$ cat src/rtl/multicycle_control.sv
// Moore-style sequencer for the multi-cycle MIPS datapath.
// Drives mux selects and write enables per state, stalls on mem_ready, counts retired instructions.
module multicycle_control #(
    parameter int unsigned COUNT_WIDTH = 32
) (
    input  logic                   clock,
    input  logic                   reset,
    input  logic [5:0]             opcode,
    input  logic [5:0]             funct,
    input  logic                   mem_ready,
    output logic                   pc_write,
    output logic                   pc_write_cond,
    output logic                   pc_source,
    output logic                   i_or_d,
    output logic                   mem_read,
    output logic                   mem_write,
    output logic                   ir_write,
    output logic                   reg_dst,
    output logic                   reg_write,
    output logic                   mem_to_reg,
    output logic [1:0]             alu_src_a,
    output logic [1:0]             alu_src_b,
    output logic [3:0]             alu_op,
    output logic                   illegal_instr,
    output logic [3:0]             state,
    output logic [COUNT_WIDTH-1:0] instr_count
);

    localparam int unsigned OP_W  = 6;
    localparam int unsigned ALU_W = 4;

    localparam logic [OP_W-1:0] OP_RTYPE = OP_W'(6'h00);
    localparam logic [OP_W-1:0] OP_LW    = OP_W'(6'h23);
    localparam logic [OP_W-1:0] OP_SW    = OP_W'(6'h2b);
    localparam logic [OP_W-1:0] OP_BEQ   = OP_W'(6'h04);

    localparam logic [ALU_W-1:0] ALU_ADD  = ALU_W'(0);
    localparam logic [ALU_W-1:0] ALU_SUB  = ALU_W'(1);
    localparam logic [ALU_W-1:0] ALU_AND  = ALU_W'(2);
    localparam logic [ALU_W-1:0] ALU_OR   = ALU_W'(3);
    localparam logic [ALU_W-1:0] ALU_NOR  = ALU_W'(4);
    localparam logic [ALU_W-1:0] ALU_XOR  = ALU_W'(5);
    localparam logic [ALU_W-1:0] ALU_SLL  = ALU_W'(6);
    localparam logic [ALU_W-1:0] ALU_SRL  = ALU_W'(7);
    localparam logic [ALU_W-1:0] ALU_SRA  = ALU_W'(8);
    localparam logic [ALU_W-1:0] ALU_SLT  = ALU_W'(9);
    localparam logic [ALU_W-1:0] ALU_SLTU = ALU_W'(10);

    typedef enum logic [3:0] {
        FETCH     = 4'd0,
        DECODE    = 4'd1,
        R_EXEC    = 4'd2,
        R_WB      = 4'd3,
        MEM_ADDR  = 4'd4,
        MEM_READ  = 4'd5,
        MEM_WB    = 4'd6,
        MEM_WRITE = 4'd7,
        BRANCH    = 4'd8,
        ILLEGAL   = 4'd9
    } state_t;

    state_t                 cur_state;
    state_t                 next_state;
    logic                   retire;
    logic                   r_valid;
    logic                   r_shamt;
    logic [ALU_W-1:0]       r_alu_op;

    // R-type funct decode: ALU code, legality, and whether A comes from shamt
    always_comb begin
        r_valid  = 1'b1;
        r_shamt  = 1'b0;
        r_alu_op = ALU_ADD;
        case (funct)
            6'h20, 6'h21: r_alu_op = ALU_ADD;
            6'h22, 6'h23: r_alu_op = ALU_SUB;
            6'h24:        r_alu_op = ALU_AND;
            6'h25:        r_alu_op = ALU_OR;
            6'h26:        r_alu_op = ALU_XOR;
            6'h27:        r_alu_op = ALU_NOR;
            6'h2a:        r_alu_op = ALU_SLT;
            6'h2b:        r_alu_op = ALU_SLTU;
            6'h00: begin r_alu_op = ALU_SLL; r_shamt = 1'b1; end
            6'h02: begin r_alu_op = ALU_SRL; r_shamt = 1'b1; end
            6'h03: begin r_alu_op = ALU_SRA; r_shamt = 1'b1; end
            6'h04:        r_alu_op = ALU_SLL;
            6'h06:        r_alu_op = ALU_SRL;
            6'h07:        r_alu_op = ALU_SRA;
            default:      r_valid  = 1'b0;
        endcase
    end

    always_ff @(posedge clock) begin
        if (reset) begin
            cur_state   <= FETCH;
            instr_count <= '0;
        end else begin
            cur_state <= next_state;
            if (retire) begin
                instr_count <= instr_count + COUNT_WIDTH'(1);
            end
        end
    end

    // Next-state and Moore outputs; FETCH/MEM_* also look at mem_ready
    always_comb begin
        next_state    = FETCH;
        retire        = 1'b0;
        pc_write      = 1'b0;
        pc_write_cond = 1'b0;
        pc_source     = 1'b0;
        i_or_d        = 1'b0;
        mem_read      = 1'b0;
        mem_write     = 1'b0;
        ir_write      = 1'b0;
        reg_dst       = 1'b0;
        reg_write     = 1'b0;
        mem_to_reg    = 1'b0;
        alu_src_a     = 2'd0;
        alu_src_b     = 2'd0;
        alu_op        = ALU_ADD;
        illegal_instr = 1'b0;

        case (cur_state)
            FETCH: begin
                mem_read  = 1'b1;
                alu_src_b = 2'd1;
                if (mem_ready) begin
                    ir_write   = 1'b1;
                    pc_write   = 1'b1;
                    next_state = DECODE;
                end else begin
                    next_state = FETCH;
                end
            end
            DECODE: begin
                alu_src_b = 2'd3;
                if (opcode == OP_RTYPE && r_valid) begin
                    next_state = R_EXEC;
                end else if (opcode == OP_LW || opcode == OP_SW) begin
                    next_state = MEM_ADDR;
                end else if (opcode == OP_BEQ) begin
                    next_state = BRANCH;
                end else begin
                    next_state = ILLEGAL;
                end
            end
            R_EXEC: begin
                alu_op     = r_alu_op;
                alu_src_a  = r_shamt ? 2'd2 : 2'd1;
                next_state = R_WB;
            end
            R_WB: begin
                reg_dst   = 1'b1;
                reg_write = 1'b1;
                retire    = 1'b1;
            end
            MEM_ADDR: begin
                alu_src_a  = 2'd1;
                alu_src_b  = 2'd2;
                next_state = (opcode == OP_LW) ? MEM_READ : MEM_WRITE;
            end
            MEM_READ: begin
                mem_read   = 1'b1;
                i_or_d     = 1'b1;
                next_state = mem_ready ? MEM_WB : MEM_READ;
            end
            MEM_WB: begin
                mem_to_reg = 1'b1;
                reg_write  = 1'b1;
                retire     = 1'b1;
            end
            MEM_WRITE: begin
                mem_write = 1'b1;
                i_or_d    = 1'b1;
                if (mem_ready) begin
                    retire = 1'b1;
                end else begin
                    next_state = MEM_WRITE;
                end
            end
            BRANCH: begin
                alu_src_a     = 2'd1;
                alu_op        = ALU_SUB;
                pc_write_cond = 1'b1;
                pc_source     = 1'b1;
                retire        = 1'b1;
            end
            ILLEGAL: begin
                illegal_instr = 1'b1;
            end
            default: begin
                next_state = FETCH;
            end
        endcase
    end

    assign state = cur_state;

endmodule

$ cat config.mk
export PLATFORM = sky130hd
export DESIGN_NAME = multicycle_control
export DESIGN_NICKNAME = d
export VERILOG_FILES = /design/src/rtl/multicycle_control.sv
export SDC_FILE = /design/constraint.sdc
export NUM_CORES = 1
export LEC_CHECK = 0
export BUFFER_PORTS_ARGS = -buffer_cell sky130_fd_sc_hd__buf_4
export CAP_MARGIN = 20
export CELL_PAD_IN_SITES_DETAIL_PLACEMENT = 1
export CELL_PAD_IN_SITES_GLOBAL_PLACEMENT = 2
export CORE_MARGIN = 8
export CORE_UTILIZATION = 28
export DETAILED_ROUTE_END_ITERATION = 7
export PLACE_DENSITY_LB_ADDON = 0.2
export SYNTH_ARGS = -nofsm -noshare
export SYNTH_HDL_FRONTEND = slang
export SYNTH_SLANG_ARGS = --single-unit
export TNS_END_PERCENT = 30
$ cat constraint.sdc
create_clock -name clock -period 2.9 [get_ports clock]
set_input_delay 0.145 -clock clock [delete_from_list [all_inputs] [get_ports clock]]
set_output_delay 0.145 -clock clock [all_outputs]
set_load 0.005 [all_outputs]
==> results.md <==
- Rows: 32
- CP endpoint kind: register
- Register area share after synthesis: 0.328
- CTS buffer count: 5
- Hold Crit Depth: 3
- Postcts setup bufs: 0
- RR Startpoint: state[0]
- Die W: 105 µm
- Synth cell types: 54
- WL final: 6.95 mm
- Worst skew pair latency: 0.29 ns
- Outcome: finished clean
- TritonRoute pass-1 iters: 4
- Primary FF master, synth: dfxtp_1
- Largest net degree at the start of global routing: 36
- Max Clock Freq: 0.440 GHz
- Post-synth top area share: 0.328
- Nets: 348
- H-tree depth: 2
- Via count: between 2k and 2.5k
- Setup TNS: 0 ns
- Syn Inst Count: 273
- Global route overflow: 0
- I/O pin cnt: 70
- Worst Reg2Reg Path Length in Cells: 5
- Worst slew margin: 0.566
- Final hold violations: 0
- Average size of a mapped cell: 8.05 µm²
- Crit path DAT: 2.51 ns
- Hold Startpoint: opcode[2]
- Proportion of layout cells with a drive suffix above 1: 0.282
- Leak: 1.11 nW
- RSZ-0062 raised after global routing: false
- Max Buffers Root-to-Sink: 2
- YS warnings: 0
- CP required: 3.13 ns
- Final HPWL DP: 5.12 mm
- CTS tree: yes
- Via/cell ratio: 5.17
- Post-synth ARST share: 0
- Clk slew on worst S/H paths: 0.08 ns
- Die Area: 0.0109 mm²
- Synth area leader: dfxtp_1
- Wire length per cell: ~16 µm
- Syn Nets: 289
- # diodes: 0
- Final period utilization: 0.784
- Number of flops mapped to enable cells by yosys: 0
- Seq cells post-synth: 36
- CTS Hold Bufs: 0
- Pins Over Slew Limit: 0
- Synth Cell Area: 0.00220 mm²
- Post-route DRC violation count: 0
- CP Max Fanout: 18
- Clk_skew: between 0.008 and 0.009 ns
- Type of origin of the critical path: register
- Most common cell in the synthesized netlist: dfxtp_1
- Crit path kind: register to register
- Top cells by area, synth: dfxtp_1 33%, xor2_1 5.6%, a21oi_1 5.2%
- Post-CTS sizing: 0
- Finish-stage setup viols: 0
- Maximum VDD drop: 0.173 mV
- Max-cap viol count: 0
- First-pass GRT wire length: roughly 12 mm
- Met3 routed WL: slightly below 300 µm
- Most frequent cells after synthesis: 36 x dfxtp_1, 27 x nor2_1, 23 x a21oi_1
- Top routing layer in use: met4
- Die H: ~100 µm
- CTS Sinks: 36
- Routed wl met2: 3.21 mm
- R2R setup slack: between 0.6 and 0.7 ns
- Reg-to-reg endpoint: instr_count[30]
- Actual slew at the worst max-slew pin: roughly 0.65 ns
- Initial Util: 0.287
- Final Power: around 1.0 mW
- Min-delay worst type: input port to register
- Initial antenna violation count: 0
- Core ar.: 0.00765 mm²
- Overall Global Routing Usage: 0.126
- Vias in the first global route: 2237
- Clk root buf: clkbuf_8
- Layout area overhead: 29.1%
- Port Buffers: 69
- RD Place Congestion: 0.770
- Initial DRC count: 70
- WHS Endpoint: state[0]
- Finished Core Util: 0.371
- Tmin final: 2.28 ns
- ANT nets after route: 0
- Sum of routed wire segments on met1: 3.37 mm
- Cell area power density: approximately 360 mW/mm²
where the power goes:
| part | leakage (nW) | internal, mW | switching [mW] | total [mW] |
|---|---|---|---|---|
| clock network | 0.0510 | 0.190 | 0.188 | 0.378 |
| registers | 0.290 | 0.498 | 0.0161 | 0.515 |
| logic | 0.770 | 0.0581 | 0.0615 | 0.120 |
logic make-up after synthesis:
kind of cell / synth area share
buffers and inverters: 0.0723
multiplexers: 0.00512
adder cells (fa/ha/maj): 0.0102
AO/OA/AOI/OAI: 0.222
XOR/XNOR: 0.0598
flip-flops: 0.328
AND/OR/NAND/NOR: 0.303
through the flow:
| step | hold WS [ns] | setup slack (ns) | instances | cell area (µm²) |
|---|---|---|---|---|
| global placement | 0.464 | 0.702 | 427 | 2740 |
| global route | 0.171 | 0.478 | 435 | 2840 |
| detailed placement | 0.466 | 0.641 | 427 | 2740 |
| floorplan | 0.342 | 1.09 | 273 | 2200 |
| CTS | 0.153 | 0.614 | 435 | 2840 |
| finish | 0.163 | 0.625 | 435 | 2840 |
placed cells by master, fill, tap and decap left out, types with 2 or more instances in the layout:
cell type,instances
or3_1,11
nor2_1,27
clkbuf_8,6
nor2b_1,2
and3_2,2
nor3_1,6
nand3_1,9
nand2b_1,4
o2111ai_1,7
nand3b_1,2
dfxtp_1,36
nor4_1,2
buf_4,73
nand4_1,3
and3_1,8
o31ai_1,5
a21oi_1,23
inv_1,8
and4_1,3
clkinv_2,2
xor2_1,14
o211ai_1,6
a31oi_1,5
and4_4,2
or4_1,8
o21ai_0,18
nand2_1,13
and2_1,2
nor3b_1,3
state kept, by name, indices dropped and copies added, names as in the netlist:
register and cells:
instr_count 32, state 4
worst max-delay path, stage by stage (launching register included):
cell and delay [ns]:
dfxtp_1 0.74, o2111a_1 0.37, buf_4 0.24, o21ai_2 0.17
or4_1 0.54, a21oi_1 0.15
metal layers:
metal	GRT usage	up-vias
li1	-	1120
met1	0.165	1084
met2	0.199	36
met3	0.0338	8
met4	0.0367	0
met5	0	-
worst max path at each step:
stage | start | end
final | state[0] | instr_count[30]
after detailed placement | state[0] | instr_count[19]
after global routing | state[0] | instr_count[30]
after global placement | state[0] | instr_count[30]
after floorplan | state[0] | instr_count[19]
after CTS | state[0] | instr_count[30]
area by class of cell:
cell class	instances	area, µm²
tap	102	128
fill	938	4810
multi-input combinational	208	1320
inverter	8	30.0
sequential	36	721
timing repair buffer	73	548
clock buffer	6	82.6
clock inverter	2	10.0
No activity file was read; power rests on OpenSTA's default activity.
